===== config.mk =====
export PLATFORM = sky130hd
export DESIGN_NAME = if_pc_gen
export DESIGN_NICKNAME = d
export VERILOG_FILES = /design/src/rtl/if_pkg.sv /design/src/rtl/if_bht.sv /design/src/rtl/if_pc_gen.sv
export SDC_FILE = /design/constraint.sdc
export NUM_CORES = 1
export LEC_CHECK = 0
export ABC_CLOCK_PERIOD_IN_PS = 3650
export CORE_ASPECT_RATIO = 2
export CORE_MARGIN = 4
export CORE_UTILIZATION = 30
export CTS_BUF_LIST = sky130_fd_sc_hd__clkbuf_4 sky130_fd_sc_hd__clkbuf_8
export DETAILED_ROUTE_END_ITERATION = 12
export GPL_TIMING_DRIVEN = 0
export PLACE_DENSITY = 0.7
export SLEW_MARGIN = 20
export SYNTH_ARGS = -nofsm -noshare
export SYNTH_HDL_FRONTEND = slang
export SYNTH_SLANG_ARGS = --single-unit

===== constraint.sdc =====
create_clock -name clk -period 3.65 [get_ports clk]
set_input_delay 0.9125 -clock clk [delete_from_list [all_inputs] [get_ports clk]]
set_output_delay 0.9125 -clock clk [all_outputs]
set_load 0.05 [all_outputs]

===== src/rtl/if_pkg.sv =====
// Shared constants and types for the instruction-fetch PC generator.
// Holds the B-type opcode, the 2-bit counter encodings and the saturating update helper.
package if_pkg;

    localparam logic [6:0] OPC_BRANCH = 7'b1100011;

    typedef logic [1:0] bht_cnt_t;

    localparam bht_cnt_t CNT_SNT = 2'b00;
    localparam bht_cnt_t CNT_WNT = 2'b01;
    localparam bht_cnt_t CNT_WT  = 2'b10;
    localparam bht_cnt_t CNT_ST  = 2'b11;
    localparam bht_cnt_t CNT_RST = CNT_WNT;

    function automatic bht_cnt_t cnt_next(input bht_cnt_t cnt, input logic taken);
        bht_cnt_t res;
        res = cnt;
        if (taken && (cnt != CNT_ST)) begin
            res = cnt + 2'd1;
        end else if (!taken && (cnt != CNT_SNT)) begin
            res = cnt - 2'd1;
        end
        return res;
    endfunction

endpackage


===== src/rtl/if_bht.sv =====
// Bimodal branch history table: 2-bit saturating counters, async read, sync write.
// Only instantiated when IF_BHT_EN is defined.
module if_bht
    import if_pkg::*;
#(
    parameter int ENTRIES = 64,
    localparam int IDX_W = $clog2(ENTRIES)
) (
    input  logic             clk,
    input  logic             reset,
    input  logic [IDX_W-1:0] rd_idx,
    output logic             rd_pred,
    input  logic             wr_en,
    input  logic [IDX_W-1:0] wr_idx,
    input  logic             wr_taken
);

    bht_cnt_t cnt [ENTRIES];

    // Read sees the pre-update value; a same-index write lands on the next edge.
    assign rd_pred = cnt[rd_idx][1];

    always_ff @(posedge clk or negedge reset) begin
        if (!reset) begin
            for (int i = 0; i < ENTRIES; i++) begin
                cnt[i] <= CNT_RST;
            end
        end else if (wr_en) begin
            cnt[wr_idx] <= cnt_next(cnt[wr_idx], wr_taken);
        end
    end

endmodule


===== src/rtl/if_pc_gen.sv =====
// Instruction-fetch PC generator: next-PC selection, predecode and branch prediction.
// Define IF_BHT_EN for the bimodal BHT; otherwise backward-taken/forward-not-taken.
module if_pc_gen
    import if_pkg::*;
#(
    parameter logic [31:0] RESET_PC    = 32'h0000_0000,
    parameter int          BHT_ENTRIES = 64
) (
    input  logic        clk,
    input  logic        reset,
    input  logic [31:0] inst_mem_read_data,
    output logic [31:0] inst_mem_read_addr,
    output logic        IF_take,
    input  logic        EX_stall,
    input  logic        ID_branch,
    input  logic [31:0] ID_jump_target,
    input  logic        EX_branch,
    input  logic        EX_zero,
    input  logic        EX_pred,
    input  logic [31:0] EX_pc_plus4,
    input  logic [31:0] EX_target
);

    if (BHT_ENTRIES < 2 || (BHT_ENTRIES & (BHT_ENTRIES - 1)) != 0) begin : g_bad_cfg
        $error("if_pc_gen: BHT_ENTRIES must be a power of 2 and at least 2");
    end

    logic [31:0] pc;
    logic [31:0] pc_next;
    logic [31:0] imm_b;
    logic [31:0] pred_target;
    logic        is_br;
    logic        pred_bit;
    logic        mispred;
    logic        unused_bits;

    assign is_br = (inst_mem_read_data[6:0] == OPC_BRANCH);
    assign imm_b = {{19{inst_mem_read_data[31]}}, inst_mem_read_data[31], inst_mem_read_data[7],
                    inst_mem_read_data[30:25], inst_mem_read_data[11:8], 1'b0};
    assign pred_target = pc + imm_b;
    assign unused_bits = ^inst_mem_read_data[24:12];

    assign IF_take = is_br && pred_bit && reset;
    assign mispred = EX_branch && (EX_zero != EX_pred);
    assign inst_mem_read_addr = pc;

`ifdef IF_BHT_EN
    localparam int IDX_W = $clog2(BHT_ENTRIES);

    logic [IDX_W-1:0] rd_idx;
    logic [IDX_W-1:0] wr_idx;
    logic             bht_we;

    assign rd_idx = pc[IDX_W+1:2];
    // (pc+4)-4 only touches bits [31:2], so the index is the pc+4 index minus one.
    assign wr_idx = EX_pc_plus4[IDX_W+1:2] - IDX_W'(1);
    assign bht_we = EX_branch && (!EX_stall || mispred);

    if_bht #(
        .ENTRIES (BHT_ENTRIES)
    ) u_bht (
        .clk      (clk),
        .reset    (reset),
        .rd_idx   (rd_idx),
        .rd_pred  (pred_bit),
        .wr_en    (bht_we),
        .wr_idx   (wr_idx),
        .wr_taken (EX_zero)
    );
`else
    assign pred_bit = imm_b[12];
`endif

    always_comb begin
        pc_next = pc + 32'd4;
        if (mispred) begin
            pc_next = EX_zero ? EX_target : EX_pc_plus4;
        end else if (EX_stall) begin
            pc_next = pc;
        end else if (ID_branch) begin
            pc_next = ID_jump_target;
        end else if (IF_take) begin
            pc_next = pred_target;
        end
    end

    always_ff @(posedge clk or negedge reset) begin
        if (!reset) begin
            pc <= RESET_PC;
        end else begin
            pc <= pc_next;
        end
    end

endmodule

==> results.json, run 1 <==
{
  "run_status": "complete, no violations",
  "synth_compound_area_share_pct": 31.5,
  "routed_wl_um": 21800,
  "r2r_start": "inst_mem_read_addr[19]",
  "yosys-mux-area-fraction_pct": 6.45,
  "yosys.area_share.adder_pct": 9.06,
  "critical_path_class": "in2reg",
  "powerDensity_mw_per_mm2": 376,
  "ff2ff_setup_slack_ns": 0.34,
  "final_antenna_net_count": 0,
  "syn_area_per_cell_sq_um": 7.45,
  "cts_sinks": 32,
  "total_power_mw": 2.46,
  "place_inst": 953,
  "p_switching_mw": 1.22,
  "vdd_ir_drop_max_uv": 171,
  "start_kind": "primary input",
  "synthXorXnorAreaFrac_pct": 7.98,
  "maxCapViolCount": 0,
  "dieArea_sq_mm": 0.0171,
  "antenna_found_initial": 0,
  "chipHeight_um": 181,
  "fin_crit_sh_pct": 99.8,
  "core_area_sq_mm": 0.0148,
  "mostFrequentLayoutCells": "clkdlybuf4s50_1, nand2_1, a21oi_1",
  "drt_iter0_markers": 457,
  "swShare_pct": 49.8,
  "cts-root-buf": "clkbuf_8",
  "yosys_warnings": 0,
  "synth_ff_type": "dfrtp_1",
  "synthesis.nets": 771,
  "nFillCells": 1560,
  "wl_per_cell_um": 22.5,
  "r2r-end": "inst_mem_read_addr[28]",
  "rows": 63,
  "drc": 0,
  "largest_reg_flops": 32,
  "numCtsBuffers": 5,
  "numPortBuffers": 153,
  "fin_hold_ws_ns": 0.471,
  "diodes": 0,
  "cts_htree_levels": 2,
  "grt_overflow": 0,
  "clkPwrFrac_pct": 16.1,
  "yosys.area_share.simple_pct": 22.7,
  "drv_slew": 0,
  "grt_pass1_wl_um": 31300,
  "p_leak_nw": 2.60,
  "vias": 5709,
  "max_freq_mhz": 274,
  "setup-violations-final": 0,
  "crit_arrival_ns": 3.82,
  "clock_latency_ns": 0.32,
  "synth_area_sq_mm": 0.00450,
  "fin_cells": 968,
  "initial_core_util_pct": 30.4,
  "tns_ns": 0,
  "cp-endpoint": "inst_mem_read_addr[28]",
  "hold_path.class": "in2async",
  "synth_seq_cells": 32,
  "intPower_mw": 1.24,
  "synth_cell_types": 71,
  "slew_headroom_pct": 36.1,
  "synth_cells": 604,
  "dpl_cell_area_sq_mm": 0.00630,
  "synth_edf_count": 0,
  "firstDrtPassIters": 5,
  "finClkSkew_ns": 0.0222,
  "synth_top_family_by_area": "compound AO/OA/AOI/OAI gates",
  "ff2ff_path_depth": 10,
  "critical_path_required_ns": 3.83,
  "final_nets": 939,
  "async_flop_share_pct": 100,
  "crit_start": "inst_mem_read_data[27]",
  "clockBufferDepth": 2,
  "pin_count": 168,
  "power_frac_seq_pct": 22.4,
  "synth-seq-area-share_pct": 17.8,
  "p_comb_share_pct": 61.5,
  "path_max_fanout": 6,
  "grt_max_degree": 22,
  "hold_violations": 0,
  "die_x_um": 94.6,
  "tightest_slew_ns": 0.958,
  "rsz0062_at_grt": "true",
  "track_usage_pct": 24.3,
  "cts_tree": "yes",
  "gp_congestion": 0.964,
  "hpwl_um": 16900,
  "clkSlewWorstSetupHoldPaths_ns": 0.09,
  "vias_per_cell": 5.90,
  "stdcell_area_sq_mm": 0.00654,
  "min_period_ns": 3.64,
  "drive_above_1_share_pct": 6.21,
  "syn_to_final_growth_pct": 45.2,
  "final_common_cell": "clkdlybuf4s50_1",
  "endpoint_kind": "register",
  "grt_pass1_vias": 5622
}
-- worst max-delay path: stages --
cell	delay, ns
clkdlybuf4s50_1	0.41
ha_1	0.37
a21oi_1	0.23
nor3b_1	0.09
a221o_1	0.41
o2111ai_4	0.27
a41oi_2	0.19
or4_4	0.47
a2111oi_2	0.37
a211oi_1	0.10
-- cells by family (layout without fill, tap and decap cells) --
family	after synthesis	after routing
flip-flops	32	32
XOR/XNOR	41	41
AO/OA/AOI/OAI	211	211
buffers and inverters	53	222
multiplexers	29	29
adder cells (fa/ha/maj)	32	32
AND/OR/NAND/NOR	206	206
-- cell usage after synthesis (3+ instances only) --
cell type | instances | share of area, %
a21o_1 | 15 | 2.5
nor2_1 | 39 | 3.3
a311oi_1 | 3 | 0.58
xnor2_1 | 14 | 2.7
o21bai_1 | 6 | 1.0
nor2b_1 | 9 | 1.3
inv_1 | 16 | 1.3
nor3b_1 | 3 | 0.50
xor2_1 | 27 | 5.3
buf_2 | 4 | 0.44
and2_1 | 4 | 0.56
a221oi_1 | 4 | 0.78
clkbuf_1 | 28 | 2.3
dfrtp_1 | 32 | 18
o21ai_0 | 35 | 3.9
nand2b_1 | 3 | 0.42
a211oi_1 | 17 | 2.8
nand2_1 | 67 | 5.6
nor3_1 | 10 | 1.1
nand3_1 | 24 | 2.7
and3_1 | 13 | 1.8
buf_1 | 5 | 0.42
a21oi_1 | 57 | 6.3
o31ai_1 | 8 | 1.3
mux2i_1 | 29 | 6.4
ha_1 | 31 | 8.6
o22ai_1 | 5 | 0.69
a31oi_1 | 14 | 1.9
or3_1 | 7 | 0.97
o211ai_1 | 10 | 1.7
and4_1 | 3 | 0.58
o221ai_1 | 3 | 0.58
nand4_1 | 11 | 1.5
-- area by class of cell --
class	count	area, sq um	share of cell area (%)
Multi-Input combinational cell	519	3550	54.4
Timing Repair Buffer	162	1620	24.8
Sequential cell	32	801	12.2
Tap cell	195	244	3.73
Buffer	36	144	2.20
Clock buffer	5	68.8	1.05
Inverter	16	63.8	0.976
Clock inverter	3	42.5	0.651
-- power groups by stage --
| stage | registers, mW | clock network [mW] | logic (mW) |
|---|---|---|---|
| floorplan | 0.725 | 0 | 0.743 |
| global placement | 0.551 | 0 | 1.44 |
| detailed placement | 0.550 | 0 | 1.45 |
| CTS | 0.544 | 0.395 | 1.48 |
| global route | 0.559 | 0.405 | 1.62 |
| finish | 0.551 | 0.396 | 1.51 |
-- stage by stage --
stage	utilization, %	setup WS (ns)
2_1_floorplan	-	0.429
3_3_place_gp	42.4	-2.54
3_5_place_dp	42.5	-1.85
4_1_cts	43.6	0.0117
5_1_grt	44.1	-0.0695
6_report	44.1	0.00668
-- metal layers --
| layer | GRT usage (%) | up-vias | wire length, um |
|---|---|---|---|
| met5 | 0 | - | 0 |
| met4 | 15.5 | 0 | 1390 |
| met3 | 3.54 | 83 | 1570 |
| met2 | 44.1 | 339 | 11400 |
| met1 | 25.0 | 2667 | 7400 |
| li1 | - | 2620 | - |
-- worst min-delay path by stage --
stage          cells after the start  slack (ns)                      to                  start
2_1_floorplan                      0        0.62   inst_mem_read_addr[0]                  reset
3_3_place_gp                       2        0.58   inst_mem_read_addr[0]  inst_mem_read_addr[0]
3_5_place_dp                       2        0.59   inst_mem_read_addr[0]  inst_mem_read_addr[0]
4_1_cts                            1        0.48  inst_mem_read_addr[31]                  reset
5_1_grt                            1        0.47  inst_mem_read_addr[31]                  reset
6_report                           1        0.47  inst_mem_read_addr[20]                  reset
-- repair_timing --
| item | CTS | global route |
|---|---|---|
| buffers inserted | 2 | 6 |
| gates resized for setup | 19 | 5 |
| hold buffers | 0 | 0 |
| setup endpoints to repair | 25 | 7 |
| pin swaps | 3 | 3 |
Power figures use the tool's default switching activity.
==> run 2: changes to the inputs <==
Settings changed: ABC_AREA set to 1, PLACE_DENSITY 0.7 to 0.68.
==> results.json, run 2 <==
{
  "chipHeight_um": 197,
  "ff2ff_path_depth": 16,
  "yosysMostFrequentCell": "nand2_1",
  "ff2ff_setup_slack_ns": 0.97,
  "wl_met2_um": 14200,
  "p_leak_nw": 3.48,
  "yosys_warnings": 0,
  "hpwl_um": 21500,
  "cts_htree_levels": 2,
  "wl_per_cell_um": 18.5,
  "gp_congestion": 1.01,
  "firstDrtPassIters": 5,
  "clock_latency_ns": 0.31,
  "hold_path.class": "in2async",
  "final_core_util_pct": 41.2,
  "clockBufferDepth": 2,
  "critical_path_required_ns": 2.74,
  "largest_reg_flops": 32,
  "r2r_start": "inst_mem_read_addr[2]",
  "maxCapViolCount": 0,
  "antenna_found_initial": 0,
  "vias_per_cell": 5.21,
  "mostFrequentLayoutCells": "nand2_1, clkdlybuf4s50_1, nor2_1",
  "rsz0062_at_grt": "false",
  "drt_iter0_markers": 357,
  "powerDensity_mw_per_mm2": 337,
  "setup-violations-final": 0,
  "drive_above_1_share_pct": 4.99,
  "tightest_slew_ns": 0.691,
  "final_common_cell": "nand2_1",
  "endpoint_kind": "output pin",
  "pin_count": 168,
  "hold_violations": 0,
  "min_period_ns": 3.50,
  "die_x_um": 103,
  "synth_ff_type": "dfrtp_1",
  "synthesis.nets": 1149,
  "fin_crit_sh_pct": 95.9,
  "fin_cells": 1356,
  "cts_tree": "yes",
  "core_area_sq_mm": 0.0177,
  "yosysTopAreaCell": "nand2_1",
  "synth_cell_types": 46,
  "grt_pass1_wl_um": 38300,
  "synth_edf_count": 0,
  "wl_met1_um": 8280,
  "path_max_fanout": 10,
  "place_inst": 1348,
  "synth_cells": 982,
  "async_flop_share_pct": 100,
  "max_freq_mhz": 286,
  "numPortBuffers": 152,
  "final_nets": 1309,
  "grt_overflow": 0,
  "grt_pass1_vias": 7246,
  "synth_common_cells": "nand2_1, nor2_1, inv_1",
  "slew_headroom_pct": 53.9,
  "track_usage_pct": 25.1,
  "rows": 69,
  "syn_to_final_growth_pct": 35.8,
  "run_status": "complete, no violations",
  "diodes": 0,
  "synth_top_area_share_pct": 23.1,
  "cts-root-buf": "clkbuf_8",
  "cts_setup_buffers": 0,
  "finClkSkew_ns": 0.0129,
  "grt_max_degree": 30,
  "clkSlewWorstSetupHoldPaths_ns": 0.07,
  "top_layer_used": "met4",
  "numCtsBuffers": 5,
  "routed_wl_um": 25100,
  "cts_hold_buf": 0,
  "syn_area_per_cell_sq_um": 5.47,
  "initial_core_util_pct": 30.3,
  "final_antenna_net_count": 0,
  "drc": 0,
  "vias": 7071,
  "synth_seq_cells": 32,
  "crit_arrival_ns": 2.59,
  "critical_path_class": "in2out",
  "synth_area_sq_mm": 0.00537,
  "cts_sinks": 32,
  "synthTopCellsByArea": "nand2_1, dfrtp_1, nor2_1",
  "r2r-end": "inst_mem_read_addr[31]",
  "start_kind": "primary input",
  "drv_slew": 0,
  "synth-seq-area-share_pct": 14.9,
  "wl_met3_um": 798,
  "vdd_ir_drop_max_uv": 249,
  "dieArea_sq_mm": 0.0202
}
run 2: cell count changes after synthesis, moves of 12 or more:
cell,change
a211oi_1,-17
a21o_1,-15
clkbuf_1,-18
inv_1,+104
mux2i_1,-29
nand2_1,+263
nand3_1,+45
nor2_1,+95
nor3_1,+12
xnor2_1,-13
run 2: how the worst max path moves through the flow:
| stage | start | end | depth (start not counted) |
|---|---|---|---|
| 2_1_floorplan | inst_mem_read_data[5] | IF_take | 5 |
| 3_3_place_gp | reset | IF_take | 6 |
| 3_5_place_dp | inst_mem_read_data[31] | IF_take | 7 |
| 4_1_cts | inst_mem_read_data[5] | IF_take | 7 |
| 5_1_grt | inst_mem_read_data[5] | IF_take | 7 |
| 6_report | inst_mem_read_data[5] | IF_take | 7 |
run 2: what timing repair did:
item | in CTS | in global routing
resized for setup | 9 | 2
setup endpoints to repair | 3 | 1
pin swaps | 0 | 0
run 2: report_power, final:
part / switching [mW] / internal [mW]
clock network: 0.155 / 0.241
logic: 0.961 / 0.549
registers: 0.138 / 0.411
run 2: metal layers:
metal  track usage (%)  vias up
li1                  -     3504
met1              23.4     3238
met2              48.9      244
met3              1.98       85
met4              17.0        0
met5                 0        -
run 2: cell families (layout without fill, tap and decap cells):
logic type	Yosys count	after routing	synth area share, %
buffers and inverters	152	313	11.5
adders and majority gates	32	32	7.60
DFF	32	32	14.9
xor gates and xnor gates	18	18	2.94
AOI/OAI and AO/OA	145	145	15.9
and+or+nand+nor	603	603	47.2
run 2: layout make-up:
class	instances	area [sq um]
fill	1927	10400
multi-input combinational	798	3950
timing repair buffer	153	1530
sequential	32	801
inverter	125	469
tap	213	267
buffer	27	148
clock buffer	7	96.3
clock inverter	1	30.0
run 2: critical path, cell delays in order:
cell,delay (ns)
clkdlybuf4s50_1,0.45
inv_1,0.03
nor3_1,0.15
nand3_1,0.23
inv_1,0.20
buf_2,0.28
buf_2,0.32
run 2: stage by stage:
step	instance area, sq um	total power, mW	worst slack, ns	setup TNS, ns	hold slack (ns)
after floorplan	5370	1.47	1.03	0	0.617
after global placement	7160	2.03	-1.70	-12.18	0.537
after detailed placement	7170	2.04	-1.21	-5.12	0.546
after CTS	7300	2.44	0.0319	0	0.410
after global routing	7290	2.62	0.0448	0	0.426
final	7290	2.45	0.151	0	0.416
==> run 3: changes to the inputs <==
Settings changed: CAP_MARGIN set to 5, CTS_BUF_LIST sky130_fd_sc_hd__clkbuf_4 sky130_fd_sc_hd__clkbuf_8 to sky130_fd_sc_hd__clkbuf_8 sky130_fd_sc_hd__clkbuf_16, PLACE_DENSITY 0.68 to 0.6.
==> results.json, run 3 (same netlist as run 2, synthesis figures left out) <==
{
  "clkSlewWorstSetupHoldPaths_ns": 0.06,
  "final_nets": 1309,
  "cts_sinks": 32,
  "rsz0062_at_grt": "false",
  "slew_headroom_pct": 51.7,
  "vdd_ir_drop_max_uv": 185,
  "path_max_fanout": 10,
  "ff2ff_setup_slack_ns": 1.02,
  "drt_iter0_markers": 350,
  "tns_ns": 0,
  "gp_congestion": 0.983,
  "vias_per_cell": 5.12,
  "tightest_slew_ns": 0.724,
  "endpoint_kind": "output pin",
  "hold_path.class": "in2async",
  "numPortBuffers": 152,
  "rows": 69,
  "r2r_start": "inst_mem_read_addr[2]",
  "track_usage_pct": 24.5,
  "p_leak_nw": 3.49,
  "largest_reg_flops": 32,
  "clockBufferDepth": 2,
  "drv_slew": 0,
  "hpwl_um": 21200,
  "grt_overflow": 0,
  "mostFrequentLayoutCells": "nand2_1, clkdlybuf4s50_1, nor2_1",
  "chipHeight_um": 197,
  "dieArea_sq_mm": 0.0202,
  "maxCapViolCount": 0,
  "powerDensity_mw_per_mm2": 341,
  "final_common_cell": "nand2_1",
  "hold_violations": 0,
  "grt_pass1_vias": 7188,
  "vias": 6932,
  "cts_hold_buf": 0,
  "cts_htree_levels": 2,
  "drive_above_1_share_pct": 4.90,
  "critical_path_required_ns": 2.74,
  "pre_cts_ws_ns": -1.22,
  "numCtsBuffers": 5,
  "grt_pass1_wl_um": 37600,
  "diodes": 0,
  "fin_crit_sh_pct": 96.7,
  "routed_wl_um": 24400,
  "min_period_ns": 3.53,
  "grt_max_degree": 27,
  "drc": 0,
  "firstDrtPassIters": 5,
  "final.setup.worst_slack_ns": 0.119,
  "core_area_sq_mm": 0.0177,
  "max_freq_mhz": 283,
  "die_x_um": 103,
  "cts-root-buf": "clkbuf_16",
  "syn_to_final_growth_pct": 36.3,
  "critical_path_class": "in2out",
  "start_kind": "primary input",
  "setup-violations-final": 0,
  "ff2ff_path_depth": 16,
  "wl_per_cell_um": 18.0,
  "run_status": "complete, no violations",
  "final_antenna_net_count": 0,
  "cts_tree": "yes",
  "initial_core_util_pct": 30.3,
  "finClkSkew_ns": 0.00915,
  "pin_count": 168,
  "antenna_found_initial": 0,
  "clock_latency_ns": 0.29,
  "r2r-end": "inst_mem_read_addr[31]",
  "crit_arrival_ns": 2.62
}
-- run 3: cell types whose count changed in the layout (fill, tap and decap cells not counted) --
cell       change
clkbuf_16      +5
clkbuf_8       -5
bufinv_16      -1
-- run 3: per-layer routing --
metal / share of wire [%] / vias to the layer above / track usage [%]
li1: - / 3500 / -
met2: 56 / 200 / 47.6
met1: 34 / 3153 / 23.9
met5: 0 / - / 0
met3: 3.3 / 79 / 1.91
met4: 6.6 / 0 / 15.0
-- run 3: repair_timing --
action                     CTS  global route
gates resized for setup      9             2
setup endpoints to repair    4             1
pin swaps                    0             0
setup buffers                0             0
-- run 3: how the worst max path moves through the flow --
stage	slack, ns	endpoint	cells past startpoint	start
finish	0.12	IF_take	7	inst_mem_read_data[5]
global route	0.04	IF_take	7	inst_mem_read_data[6]
CTS	0.02	IF_take	7	inst_mem_read_data[5]
detailed placement	-1.22	IF_take	7	inst_mem_read_data[31]
global placement	-1.70	IF_take	6	reset
floorplan	1.03	IF_take	5	inst_mem_read_data[5]
-- run 3: power breakdown --
group / switching [mW] / internal [mW]
Combinational: 0.946 / 0.549
Clock: 0.164 / 0.286
Sequential: 0.135 / 0.412
Total: 1.24 / 1.25
-- run 3: critical path, stage by stage --
cell and delay, ns:
clkdlybuf4s50_1 0.45, inv_1 0.03, nor3_1 0.16, nand3_1 0.23, inv_1 0.19, buf_2 0.30
buf_2 0.32
-- run 3: area by class of cell --
cell class | count | area, sq um
fillers | 1978 | 10400
clock buffers | 7 | 153
multi-input cells | 798 | 3950
flip-flops and latches | 32 | 801
inverters | 125 | 469
well taps | 213 | 267
repair buffers | 153 | 1530
plain buffers | 27 | 148
-- run 3: metrics by stage --
stage | hold WS (ns) | util (%) | cell area [sq um] | total power, mW | instances
2_1_floorplan | 0.617 | - | 5370 | 1.47 | 982
3_3_place_gp | 0.546 | 40.4 | 7160 | 2.03 | 1347
3_5_place_dp | 0.552 | 40.5 | 7170 | 2.04 | 1348
4_1_cts | 0.477 | 41.4 | 7320 | 2.49 | 1355
5_1_grt | 0.489 | 41.3 | 7320 | 2.67 | 1355
6_report | 0.469 | 41.3 | 7320 | 2.49 | 1355
==> patch 1 (config.mk and constraints of run 2) <==
Add a define of `IF_BHT_EN`.
--- a/src/rtl/if_pc_gen.sv
+++ b/src/rtl/if_pc_gen.sv
@@ -1,5 +1,7 @@
 // Instruction-fetch PC generator: next-PC selection, predecode and branch prediction.
 // Define IF_BHT_EN for the bimodal BHT; otherwise backward-taken/forward-not-taken.
+`define IF_BHT_EN
+
 module if_pc_gen
     import if_pkg::*;
 #(
Behaviour: not the same (a bounded check fails within 4 cycles, from zero or initial values and one cycle with reset low).
==> patch 1 against run 2 <==
Non-clock buffer count rose by 91; global-route usage rose by 1.0 points; sequential cell count rose by 128; cell area rose by 140%; power rose to 3.0 times the old value; routed wire length rose to 2.7 times the old value; clock skew rose by 0.010 ns; synthesized area rose to 2.6 times the old value; maximum frequency fell by 3.6%; combinational power rose by 120%; worst setup slack got worse by 0.13 ns; critical path type is now in2reg; critical endpoint is now u_bht.cnt[109].
==> patch 1: results (changes against run 2) <==
[grt]
grt_antenna_before_repair=9  ; was 0
grt_pass1_wl_um=97230  ; was 38270 um
grt_start_max_net_pins=87  ; was 30
grtUsageTotal_pct=26.09  ; was 25.07%

[pwr]
p_seq_share_pct=34.4  ; was 22.3%
p_leak_nw=8.295  ; was 3.481 nW
pg_clk_mw=1.40  ; was 0.396 mW
peakVddDrop_mv=0.1855  ; was 0.2493 mV
power.internal_mw=3.898  ; was 1.201 mW

[drt]
drt-wirelength-per-cell_um=21.68  ; was 18.53 um
drt_iter0_drc=1287  ; was 357
first_pass_iters=6  ; was 5
num_vias=16000  ; was 7071

[placed_design]
dpl.hpwl_um=53070  ; was 21510 um
place_area_sq_mm=0.01639  ; was 0.007172 sq mm
gp_congestion=1.066  ; was 1.009

[cells_and_area]
drive_gt1_share_pct=13.23  ; was 4.987%
fillers=5024  ; was 1927

[synthesis]
yosysSeqAreaShare_pct=29.11  ; was 14.91%
synth-xor-area-share_pct=3.041  ; was 2.936%
syn_nets=2443  ; was 1149
synth.area.top_cells=nand2_1 24%, dfrtp_1 17%, dfstp_2 12%  ; was nand2_1 23%, dfrtp_1 15%, nor2_1 9.4%
yosys.area_share.adder_pct=3.175  ; was 7.597%
synthTopCellsByCount=907 x nand2_1, 279 x inv_1, 207 x nor2_1  ; was 330 x nand2_1, 134 x nor2_1, 120 x inv_1
ys_types=50  ; was 46
synth_compound_area_share_pct=7.394  ; was 15.89%

[run_status]
status=finished, final reports clean  ; unchanged

[clock_tree]
clk_latency_ns=0.53  ; was 0.31 ns
numCtsBuffers=17  ; was 5
clk_pin_slew_ns=0.09  ; was 0.07 ns
htree_num_levels=4  ; was 2

[setup_path]
cp_slowest_cell=nor3_1  ; was clkdlybuf4s50_1
regToRegStartpoint=inst_mem_read_addr[13]  ; was inst_mem_read_addr[2]
crit_start=EX_branch  ; was inst_mem_read_data[5]
cpPeakStageDelay_ns=0.73  ; was 0.45 ns
rr_worst_depth=14  ; was 16
arrival_ns=4.03  ; was 2.59 ns
cp_top_family=simple AND/OR/NAND/NOR gates  ; was buffers and inverters

[timing]
tightest_slew_ns=1.042  ; was 0.6910 ns
skew_ns=0.02305  ; was 0.01286 ns

patch 1: timing repair:
item,in CTS,in global routing
gates cloned,3,1
resized for setup,84,44
buffers inserted,16,11
endpoints found under the setup margin,138,132
hold buffers,0,0
pin swaps,15,14
patch 1: worst paths after layout:
| path | endpoint | slack (ns) |
|---|---|---|
| setup / recovery | u_bht.cnt[109] | 0.02 |
| hold / removal | u_bht.cnt[73] | 0.30 |
| setup reg to reg | inst_mem_read_addr[30] | 0.54 |
| hold reg to reg | u_bht.cnt[114] | 0.47 |
| max in group asynchronous | u_bht.cnt[102] | 2.45 |
| min in group clk | u_bht.cnt[114] | 0.47 |
patch 1: final cells by class:
class                           count  share of cell area, %
Sequential cell                   160                  23.36
Antenna cell                        5                0.07148
Buffer                             90                  4.460
Inverter                          294                  6.390
Clock inverter                     15                 0.9507
Tap cell                          621                  4.439
Multi-Input combinational cell   1730                  48.38
Timing Repair Buffer              181                  10.61
Clock buffer                       17                  1.337
patch 1: routing by layer:
metal	track usage, %	routed length (um)	up-vias	part of all wire, %
li1	-	-	7524	-
met1	24.22	21170	7305	31
met2	47.13	33960	826	50
met3	4.670	4424	339	6.6
met4	24.88	7886	6	12
met5	0	46	-	0.068
patch 1: per-stage QoR:
step | utilization [%] | setup TNS, ns | instances | total power, mW
detailed placement | 35.55 | -157.85 | 3046 | 5.586
finish | 37.96 | 0 | 3113 | 7.285
global route | 37.95 | -0.008996 | 3110 | 7.628
CTS | 37.40 | -0.1295 | 3097 | 7.134
floorplan | - | 0 | 2273 | 4.376
global placement | 35.46 | -1056.53 | 3045 | 5.574
patch 1: cells by family after synthesis:
group	Yosys count
buf+inv	384
simple gates	1457
flops	160
fa+ha+maj	35
compound gates	193
xor+xnor	44
==> patch 2 (flow settings as in run 2) <==
Made on the original files. Register the inputs `ID_jump_target` and `EX_target` before use. The logic sees them one clock later. The other inputs are not delayed to match.
--- a/src/rtl/if_pc_gen.sv
+++ b/src/rtl/if_pc_gen.sv
@@ -20,6 +20,14 @@
     input  logic [31:0] EX_pc_plus4,
     input  logic [31:0] EX_target
 );
+
+    logic [31:0] ID_jump_target_q;
+    logic [31:0] EX_target_q;
+
+    always_ff @(posedge clk) begin
+        ID_jump_target_q <= ID_jump_target;
+        EX_target_q      <= EX_target;
+    end
 
     if (BHT_ENTRIES < 2 || (BHT_ENTRIES & (BHT_ENTRIES - 1)) != 0) begin : g_bad_cfg
         $error("if_pc_gen: BHT_ENTRIES must be a power of 2 and at least 2");
@@ -74,11 +82,11 @@
     always_comb begin
         pc_next = pc + 32'd4;
         if (mispred) begin
-            pc_next = EX_zero ? EX_target : EX_pc_plus4;
+            pc_next = EX_zero ? EX_target_q : EX_pc_plus4;
         end else if (EX_stall) begin
             pc_next = pc;
         end else if (ID_branch) begin
-            pc_next = ID_jump_target;
+            pc_next = ID_jump_target_q;
         end else if (IF_take) begin
             pc_next = pred_target;
         end
Formal check against the unedited RTL: not equivalent (a bounded check fails within 4 cycles, from zero or initial values and one cycle with reset low).
==> patch 2 against run 2 <==
Sequential share of layout area grew 12 points; routed wire length up 4.0%; power increased by 46%; sequential power up 130%; worst setup slack got worse by 0.011 ns; cell area up 23%; non-clock buffer count unchanged; synthesized area rose by 27%; sequential cell count rose by 64.
==> patch 2: results (changes against run 2) <==
[drt]
top_layer=met4  ; unchanged
routed-wl-met2_um=14310  ; was 14180 um
drt_wl_total_um=26120  ; was 25120 um
first_pass_iters=4  ; was 5
met1_length_um=8665  ; was 8277 um
drt_iter0_drc=345  ; was 357
dr_wl_met3_um=1022  ; was 798 um
via_per_inst=4.935  ; was 5.215

[synthesis]
syn_nets=1233  ; was 1149
synth.area.top_cells=dfxtp_1 19%, nand2_1 18%, dfrtp_1 12%  ; was nand2_1 23%, dfrtp_1 15%, nor2_1 9.4%
yosysSeqAreaShare_pct=30.50  ; was 14.91%
synth-xor-area-share_pct=2.181  ; was 2.936%
synth_compound_area_share_pct=12.88  ; was 15.89%
muxShareOfSynthArea_pct=0  ; unchanged
async_flop_share_pct=33.33  ; was 100.0%
yosysWarnings=0  ; unchanged
yosys.area_share.adder_pct=5.975  ; was 7.597%
synthTopCellsByCount=336 x nand2_1, 133 x inv_1, 132 x nor2_1  ; was 330 x nand2_1, 134 x nor2_1, 120 x inv_1
ys_types=51  ; was 46
synth_ff_type=dfxtp_1  ; was dfrtp_1

[cells_and_area]
antennaDiodeCount=0  ; unchanged
nNetsFinal=1398  ; was 1309
drive_gt1_share_pct=7.605  ; was 4.987%

[pwr]
p_leak_nw=4.279  ; was 3.481 nW
peakVddDrop_mv=0.3728  ; was 0.2493 mV

[setup_path]
cp_slowest_cell=clkdlybuf4s50_1  ; unchanged
cpPeakStageDelay_ns=0.45  ; about the same
cp_top_family=buffers and inverters  ; unchanged
arrival_ns=2.60  ; was 2.59 ns
worst-path-max-fanout=10  ; unchanged

[placed_design]
gp_congestion=1.014  ; was 1.009
dpl.hpwl_um=22290  ; was 21510 um
dp_worst_setup_slack_ns=-1.314  ; was -1.212 ns
port-buffer-count=153  ; was 152

[grt]
use_met1_pct=18.62  ; was 23.40%
grt_pass1_wl_um=39850  ; was 38270 um
met2_usage_pct=39.81  ; was 48.90%
grt_antenna_before_repair=0  ; unchanged
grtUsageTotal_pct=20.56  ; was 25.07%
grt_start_max_net_pins=29  ; was 30
grt_pass1_vias=7612  ; was 7246
use_met3_pct=2.378  ; was 1.979%

[clock_tree]
clockRootBuffer=clkbuf_8  ; unchanged
cts_max_path_buffers=2  ; unchanged
htree_num_levels=3  ; was 2
clk_latency_ns=0.40  ; was 0.31 ns
cts_setup_buffers=0  ; unchanged
clk_pin_slew_ns=0.12  ; was 0.07 ns
numCtsBuffers=9  ; was 5

[timing]
max-slew-margin-rel_pct=53.52  ; was 53.93%
skew_ns=0.02521  ; was 0.01286 ns

[min_path]
hp-class=in2async  ; unchanged

[run_status]
status=finished, final reports clean  ; unchanged

patch 2: cell count changes in the layout (fill, tap and decap cells not counted), sizes merged, moves of 3 or more:
cell	before	now
clkinv	1	5
dfxtp	0	64
or2	13	8
nor2	143	146
nor3	25	16
a21o	0	5
o21ai	43	39
inv	124	144
nand3	70	59
nand3b	4	7
nand2	332	352
patch 2: timing repair:
action	4_1_cts	5_1_grt
hold buffers	0	0
resized for setup	10	1
setup endpoints to repair	1	1
patch 2: through the flow:
step	power (mW)	cell area (sq um)	TNS, ns	std cells
5_1_grt	3.810	8941	0	1512
2_1_floorplan	2.254	6827	0	1066
3_3_place_gp	2.808	8703	-15.00	1495
3_5_place_dp	2.826	8718	-4.738	1496
6_report	3.577	8941	0	1512
4_1_cts	3.595	8941	0	1512
patch 2: power by group:
group	internal, mW	leakage (nW)	switching, mW
Combinational	0.559	3.24	0.965
Sequential	1.15	0.924	0.143
Clock	0.340	0.113	0.424
patch 2: worst paths after layout:
path                                           to                   from  depth (start not counted)  slack [ns]
min reg2reg                 inst_mem_read_addr[0]    ID_jump_target_q[0]                          2        0.46
min in group clk            inst_mem_read_addr[0]    ID_jump_target_q[0]                          2        0.46
min                         inst_mem_read_addr[4]                  reset                          1        0.34
max reg2reg                inst_mem_read_addr[29]  inst_mem_read_addr[1]                         15        1.14
max in group asynchronous  inst_mem_read_addr[22]                  reset                          2        2.86
max                                       IF_take  inst_mem_read_data[5]                          7        0.14
patch 2: area by class of cell:
cell class                 count  area, sq um
clock buffer                   9        123.9
multi-input combinational    801         4081
fill                        2327        13310
timing repair buffer         154         1545
clock inverter                 7        97.59
tap                          276        345.3
buffer                        26        128.9
inverter                     143        536.8
sequential                    96         2082
